--- config.mk ---
export PLATFORM = sky130hd
export DESIGN_NAME = mlp_train_engine
export DESIGN_NICKNAME = d
export VERILOG_FILES = /design/src/rtl/mlp_train_engine.sv
export SDC_FILE = /design/constraint.sdc
export NUM_CORES = 1
export LEC_CHECK = 0
export CORE_MARGIN = 2
export CORE_UTILIZATION = 30
export CTS_BUF_LIST = sky130_fd_sc_hd__clkbuf_2 sky130_fd_sc_hd__clkbuf_4 sky130_fd_sc_hd__clkbuf_8
export DETAILED_ROUTE_END_ITERATION = 10
export SETUP_SLACK_MARGIN = 0.5
export SYNTH_ARGS = -nofsm -noshare
export SYNTH_HDL_FRONTEND = slang
export SYNTH_SLANG_ARGS = --single-unit
--- constraint.sdc ---
create_clock -name clk_i -period 17.3 [get_ports clk_i]
set_input_delay 4.325 -clock clk_i [delete_from_list [all_inputs] [get_ports clk_i]]
set_output_delay 4.325 -clock clk_i [all_outputs]
set_load 0.01 [all_outputs]
--- src/rtl/mlp_train_engine.sv ---
// Two-layer perceptron (ReLU hidden layer, linear output) on a single shared MAC,
// with an optional SGD update of the output-layer weights after each forward pass.
module mlp_train_engine #(
  parameter int N_IN     = 4,
  parameter int N_HID    = 2,
  parameter int X_W      = 4,
  parameter int W_W      = 8,
  parameter int H_W      = 10,
  parameter int Y_W      = 16,
  parameter int LR_SHIFT = 3
) (
  input  logic                  clk_i,
  input  logic                  rst_i,
  input  logic                  start_i,
  input  logic                  train_i,
  input  logic [N_IN*X_W-1:0]   x_i,
  input  logic [Y_W-1:0]        target_i,
  input  logic                  wr_en_i,
  input  logic [7:0]            wr_addr_i,
  input  logic [W_W-1:0]        wr_data_i,
  output logic                  busy_o,
  output logic                  done_o,
  output logic [Y_W-1:0]        y_o,
  output logic [Y_W-1:0]        err_o,
  output logic                  zero_err_o
);
  localparam int N_W   = N_HID * N_IN;
  localparam int ACC_H = X_W + W_W + $clog2(N_IN) + 1;
  localparam int ACC_O = H_W + W_W + $clog2(N_HID) + 1;
  localparam int ACC_U = Y_W + H_W + 2;
  localparam int ACC_A = (ACC_H > ACC_O) ? ACC_H : ACC_O;
  localparam int ACC_W = (ACC_A > ACC_U) ? ACC_A : ACC_U;
  localparam int K_W   = (N_IN > 1) ? $clog2(N_IN) : 1;
  localparam int J_W   = (N_HID > 1) ? $clog2(N_HID) : 1;
  localparam int I_W   = (N_W > 1) ? $clog2(N_W) : 1;

  localparam logic signed [ACC_W-1:0] Y_MAX = ACC_W'((2 ** (Y_W - 1)) - 1);
  localparam logic signed [ACC_W-1:0] Y_MIN = ACC_W'(-(2 ** (Y_W - 1)));
  localparam logic signed [ACC_W-1:0] W_MAX = ACC_W'((2 ** (W_W - 1)) - 1);
  localparam logic signed [ACC_W-1:0] W_MIN = ACC_W'(-(2 ** (W_W - 1)));
  localparam logic signed [ACC_W-1:0] H_MAX = ACC_W'((2 ** H_W) - 1);
  localparam logic signed [W_W-1:0]   W_ONE = W_W'(1);

  typedef enum logic [2:0] {ST_IDLE, ST_FWD_H, ST_FWD_O, ST_ERR, ST_UPD, ST_DONE} state_t;

  state_t                  state_r, next_state_s;
  logic signed [W_W-1:0]   w_r [N_W];
  logic signed [W_W-1:0]   v_r [N_HID];
  logic [H_W-1:0]          h_r [N_HID];
  logic [X_W-1:0]          x_r [N_IN];
  logic signed [Y_W-1:0]   tgt_r;
  logic                    train_r;
  logic [K_W-1:0]          k_r;
  logic [J_W-1:0]          j_r;
  logic [I_W-1:0]          idx_r;
  logic signed [ACC_W-1:0] acc_r;
  logic                    busy_r, done_r, zero_err_r;
  logic signed [Y_W-1:0]   y_r, err_r;

  logic                    last_k_s, last_j_s;
  logic signed [ACC_W-1:0] mac_a_s, mac_b_s, prod_s, sum_s, diff_s, upd_s;
  logic signed [Y_W-1:0]   y_sat_s, err_sat_s;
  logic signed [W_W-1:0]   v_new_s;
  logic [H_W-1:0]          h_new_s;

  function automatic logic signed [Y_W-1:0] sat_y(input logic signed [ACC_W-1:0] a);
    if (a > Y_MAX)      return Y_W'(Y_MAX);
    else if (a < Y_MIN) return Y_W'(Y_MIN);
    else                return Y_W'(a);
  endfunction

  function automatic logic signed [W_W-1:0] sat_w(input logic signed [ACC_W-1:0] a);
    if (a > W_MAX)      return W_W'(W_MAX);
    else if (a < W_MIN) return W_W'(W_MIN);
    else                return W_W'(a);
  endfunction

  function automatic logic [H_W-1:0] relu_sat(input logic signed [ACC_W-1:0] a);
    if (a[ACC_W-1])     return {H_W{1'b0}};
    else if (a > H_MAX) return {H_W{1'b1}};
    else                return H_W'(a);
  endfunction

  assign last_k_s = (k_r == K_W'(N_IN - 1));
  assign last_j_s = (j_r == J_W'(N_HID - 1));

  // Next-state selection for the pass sequencer
  always_comb begin
    next_state_s = state_r;
    case (state_r)
      ST_IDLE:  if (start_i) next_state_s = ST_FWD_H; else next_state_s = ST_IDLE;
      ST_FWD_H: if (last_k_s && last_j_s) next_state_s = ST_FWD_O; else next_state_s = ST_FWD_H;
      ST_FWD_O: if (last_j_s) next_state_s = ST_ERR; else next_state_s = ST_FWD_O;
      ST_ERR:   if (train_r) next_state_s = ST_UPD; else next_state_s = ST_DONE;
      ST_UPD:   if (last_j_s) next_state_s = ST_DONE; else next_state_s = ST_UPD;
      ST_DONE:  next_state_s = ST_IDLE;
      default:  next_state_s = ST_IDLE;
    endcase
  end

  // Shared MAC operand steering; UPD reuses the multiplier for err*h
  always_comb begin
    mac_a_s = {ACC_W{1'b0}};
    mac_b_s = {ACC_W{1'b0}};
    case (state_r)
      ST_FWD_H: begin
        mac_a_s = ACC_W'(signed'({1'b0, x_r[k_r]}));
        mac_b_s = ACC_W'(w_r[idx_r]);
      end
      ST_FWD_O: begin
        mac_a_s = ACC_W'(signed'({1'b0, h_r[j_r]}));
        mac_b_s = ACC_W'(v_r[j_r]);
      end
      ST_UPD: begin
        mac_a_s = ACC_W'(err_r);
        mac_b_s = ACC_W'(signed'({1'b0, h_r[j_r]}));
      end
      default: begin
        mac_a_s = {ACC_W{1'b0}};
        mac_b_s = {ACC_W{1'b0}};
      end
    endcase
    prod_s    = mac_a_s * mac_b_s;
    sum_s     = acc_r + prod_s;
    h_new_s   = relu_sat(sum_s);
    y_sat_s   = sat_y(acc_r);
    diff_s    = ACC_W'(tgt_r) - ACC_W'(y_sat_s);
    err_sat_s = sat_y(diff_s);
    upd_s     = (prod_s >>> LR_SHIFT) + ACC_W'(v_r[j_r]);
    v_new_s   = sat_w(upd_s);
  end

  // State register
  always_ff @(posedge clk_i) begin
    if (rst_i) state_r <= ST_IDLE;
    else       state_r <= next_state_s;
  end

  // Sample latch, loop counters, accumulator and hidden activations
  always_ff @(posedge clk_i) begin
    if (rst_i) begin
      for (int i = 0; i < N_IN; i++) x_r[i] <= {X_W{1'b0}};
      for (int i = 0; i < N_HID; i++) h_r[i] <= {H_W{1'b0}};
      tgt_r   <= {Y_W{1'b0}};
      train_r <= 1'b0;
      k_r     <= {K_W{1'b0}};
      j_r     <= {J_W{1'b0}};
      idx_r   <= {I_W{1'b0}};
      acc_r   <= {ACC_W{1'b0}};
    end else begin
      case (state_r)
        ST_IDLE: begin
          if (start_i) begin
            for (int i = 0; i < N_IN; i++) x_r[i] <= x_i[i*X_W +: X_W];
            tgt_r   <= target_i;
            train_r <= train_i;
          end
          k_r   <= {K_W{1'b0}};
          j_r   <= {J_W{1'b0}};
          idx_r <= {I_W{1'b0}};
          acc_r <= {ACC_W{1'b0}};
        end
        ST_FWD_H: begin
          idx_r <= idx_r + I_W'(1);
          if (last_k_s) begin
            h_r[j_r] <= h_new_s;
            acc_r    <= {ACC_W{1'b0}};
            k_r      <= {K_W{1'b0}};
            j_r      <= last_j_s ? {J_W{1'b0}} : j_r + J_W'(1);
          end else begin
            acc_r <= sum_s;
            k_r   <= k_r + K_W'(1);
          end
        end
        ST_FWD_O: begin
          acc_r <= sum_s;
          j_r   <= last_j_s ? {J_W{1'b0}} : j_r + J_W'(1);
        end
        ST_UPD:  j_r <= last_j_s ? {J_W{1'b0}} : j_r + J_W'(1);
        default: j_r <= j_r;
      endcase
    end
  end

  // Weight store: IDLE-only host writes, output-layer update during UPD
  always_ff @(posedge clk_i) begin
    if (rst_i) begin
      for (int i = 0; i < N_W; i++) w_r[i] <= W_ONE;
      for (int i = 0; i < N_HID; i++) v_r[i] <= W_ONE;
    end else if (state_r == ST_UPD) begin
      v_r[j_r] <= v_new_s;
    end else if (wr_en_i && (state_r == ST_IDLE)) begin
      if (wr_addr_i < 8'(N_W))
        w_r[wr_addr_i[I_W-1:0]] <= wr_data_i;
      else if (wr_addr_i < 8'(N_W + N_HID))
        v_r[J_W'(wr_addr_i - 8'(N_W))] <= wr_data_i;
    end
  end

  // Registered status and result outputs
  always_ff @(posedge clk_i) begin
    if (rst_i) begin
      busy_r     <= 1'b0;
      done_r     <= 1'b0;
      y_r        <= {Y_W{1'b0}};
      err_r      <= {Y_W{1'b0}};
      zero_err_r <= 1'b0;
    end else begin
      busy_r <= (next_state_s != ST_IDLE);
      done_r <= (next_state_s == ST_DONE);
      if (state_r == ST_ERR) begin
        y_r        <= y_sat_s;
        err_r      <= err_sat_s;
        zero_err_r <= (err_sat_s == {Y_W{1'b0}});
      end
    end
  end

  assign busy_o     = busy_r;
  assign done_o     = done_r;
  assign y_o        = y_r;
  assign err_o      = err_r;
  assign zero_err_o = zero_err_r;
endmodule

==> results.json <==
{
  "synth_area_per_cell_sq_um": 9.51,
  "diodes": 0,
  "portBuffers": 87,
  "drtIter0Drc": 1149,
  "fin_worst_skew_ns": 0.0328,
  "rsz0062_at_grt": "no",
  "dp_hpwl_mm": 46.3,
  "post_cts_resize_count": 0,
  "overflow": 0,
  "synthTopCellsByArea": "fa_1, edfxtp_1, ha_1, dfxtp_1, inv_1",
  "tightest_slew_ns": 1.32,
  "start_kind": "flop",
  "maxSlewViolCount": 0,
  "ys_ff_latch": 211,
  "drc_errors": 0,
  "slowest_stage": "a21oi_1",
  "vias_per_cell": 4.88,
  "drive_gt1_share_pct": 8.49,
  "cap_violations": 0,
  "period_minus_slack_ns": 12.52,
  "ioPinCount": 88,
  "peakVddDrop_mv": 0.0746,
  "synth_edf_count": 116,
  "die-area_sq_mm": 0.0753,
  "dr.pass1.iters": 5,
  "status": "finished, final reports clean",
  "finalSetupTns_ns": 0,
  "cp_common_cell": "fa_1",
  "ff2ff_setup_slack_ns": 4.78,
  "place_congestion": 0.871,
  "avgRoutedWirePerCell_microns": 16.8,
  "seq_area_sq_mm": 0.00539,
  "synth_area_leader_cell": "fa_1",
  "yosys.area.top_type_share_pct": 23.0,
  "cp_slowest_stage_delay_ns": 1.12,
  "area_growth_pct": 13.0,
  "hold_path_class": "flop to flop",
  "core_sq_mm": 0.0727,
  "drtAntennaViolNets": 0,
  "nFillCells": 7424,
  "ys_seq_area_share_pct": 24.6,
  "path_class": "flop to flop",
  "routed_wl_mm": 57.0,
  "post_cts_buffers": 0,
  "required_ns": 17.56,
  "grt_pass1_wl_mm": 92.2,
  "whs_ns": 0.455,
  "setup_viol": 0,
  "initial_core_util_pct": 30.2,
  "clk_latency_ns": 0.58,
  "cts.clk_slew.worst_paths_ns": 0.06,
  "power.density_mw_per_mm2": 84.4,
  "final_cell_mix": "inv_1, nor2_1, fa_1",
  "synthArstFlopShare_pct": 0,
  "antenna_found_initial": 0,
  "dp.cells": 3314,
  "fin_util_pct": 34.1,
  "max_clock_freq_mhz": 79.9,
  "synth_cells": 2305,
  "yosysUniqueCellTypes": 84,
  "chipWidth_microns": 274,
  "hold_violations": 0,
  "vias": 16500,
  "timing.final.crit_share_pct": 72.4,
  "cp_data_arrival_time_ns": 12.78,
  "nets": 2890,
  "grt.total_usage_pct": 15.4,
  "yosys_warnings": 0,
  "htree_levels": 2,
  "die_h_microns": 274,
  "p_leak_nw": 11.1,
  "first_global_vias": 16800,
  "cts_tree": "yes",
  "maxSlewHeadroom_pct": 12.3,
  "cts_root_buf": "clkbuf_8",
  "cts.sinks": 211,
  "rows": 99,
  "grt_max_degree": 73,
  "netlist_area_sq_mm": 0.0219,
  "ys.flop_type": "edfxtp_1",
  "critPathMaxFanout": 16,
  "placed_area_sq_mm": 0.0240,
  "instances_no_fill": 3384,
  "endpoint_kind": "flop",
  "multiInputGateArea_sq_mm": 0.0151,
  "final_area_sq_mm": 0.0248,
  "clock_path_buffers": 3,
  "cts_buffers": 39,
  "mostFrequentLayoutCell": "inv_1",
  "postCtsHoldBufs": 0
}
-- metrics by stage --
stage	total power, mW	worst slack [ns]
final	2.09	4.78
after global routing	2.24	4.11
after CTS	2.10	4.75
after detailed placement	1.59	4.82
after global placement	1.58	5.04
after floorplan	1.32	5.82
-- flip-flops by register name (all words and copies together) (netlist names), 2 cells and up, named ones only --
register,cells
k_r,2
tgt_r,16
w_r,64
acc_r,28
err_o,16
x_r,16
v_r,16
idx_r,3
y_o,16
state_r,3
h_r,20
-- where the power goes --
part           leakage (nW)  total [mW]  internal (mW)  switching, mW
Sequential             1.94       0.559          0.546         0.0130
Combinational          8.71        1.02          0.381          0.644
Clock                 0.434       0.507          0.280          0.227
Total                  11.1        2.09           1.21          0.884
-- synthesized netlist by cell type (31+ instances only) --
master and instances:
inv_1 324, nor2_1 286, fa_1 252, ha_1 189
a21oi_1 150, edfxtp_1 116, nand2_1 115, dfxtp_1 95
and2_1 69, clkbuf_1 68, xnor2_1 68, o21ai_0 67
or2_2 44, a21o_1 32, nor3_1 32, nand3_1 31
xor2_1 31
-- per-layer routing --
metal	up-vias	global-route usage (%)	part of all wire, %
met5	-	0	0
met4	0	3.62	2.0
met3	66	2.44	5.7
met2	447	24.3	44
met1	8088	22.1	48
li1	7928	-	-
-- worst max-delay path, delay by kind of cell, from the launching register on --
| kind | cells | cell delay (ns) |
|---|---|---|
| fa+ha+maj | 10 | 4.20 |
| flops | 1 | 0.84 |
| buf+inv | 4 | 0.33 |
| xor+xnor | 2 | 0.28 |
| compound gates | 12 | 4.33 |
| simple gates | 6 | 1.59 |
| mux | 2 | 0.62 |
-- layout make-up --
| type | count | share of cell area (%) |
|---|---|---|
| multi-input cells | 1708 | 61.0 |
| clock buffers | 59 | 2.85 |
| inverters | 325 | 4.92 |
| well taps | 959 | 4.84 |
| repair buffers | 111 | 4.23 |
| flip-flops and latches | 211 | 21.7 |
| clock inverters | 11 | 0.439 |
-- final timing paths --
path | startpoint | endpoint | cells after the start
setup reg to reg | flop | v_r[0][6]$_SDFFCE_PN0P_ | 36
hold reg to reg | tgt_r[0]$_SDFFE_PP0P_ | tgt_r[0]$_SDFFE_PP0P_ | 2
setup / recovery | flop | v_r[0][6]$_SDFFCE_PN0P_ | 36
hold / removal | tgt_r[0]$_SDFFE_PP0P_ | tgt_r[0]$_SDFFE_PP0P_ | 2
-- cell families after synthesis --
kind of cell | share of synthesized area (%)
other | 0.0343
xor gates and xnor gates | 4.06
DFF | 24.6
muxes | 3.51
adders and majority gates | 33.8
and+or+nand+nor | 14.8
AOI/OAI and AO/OA | 12.4
buffers and inverters | 6.90
(Power assumes the default switching activity.)
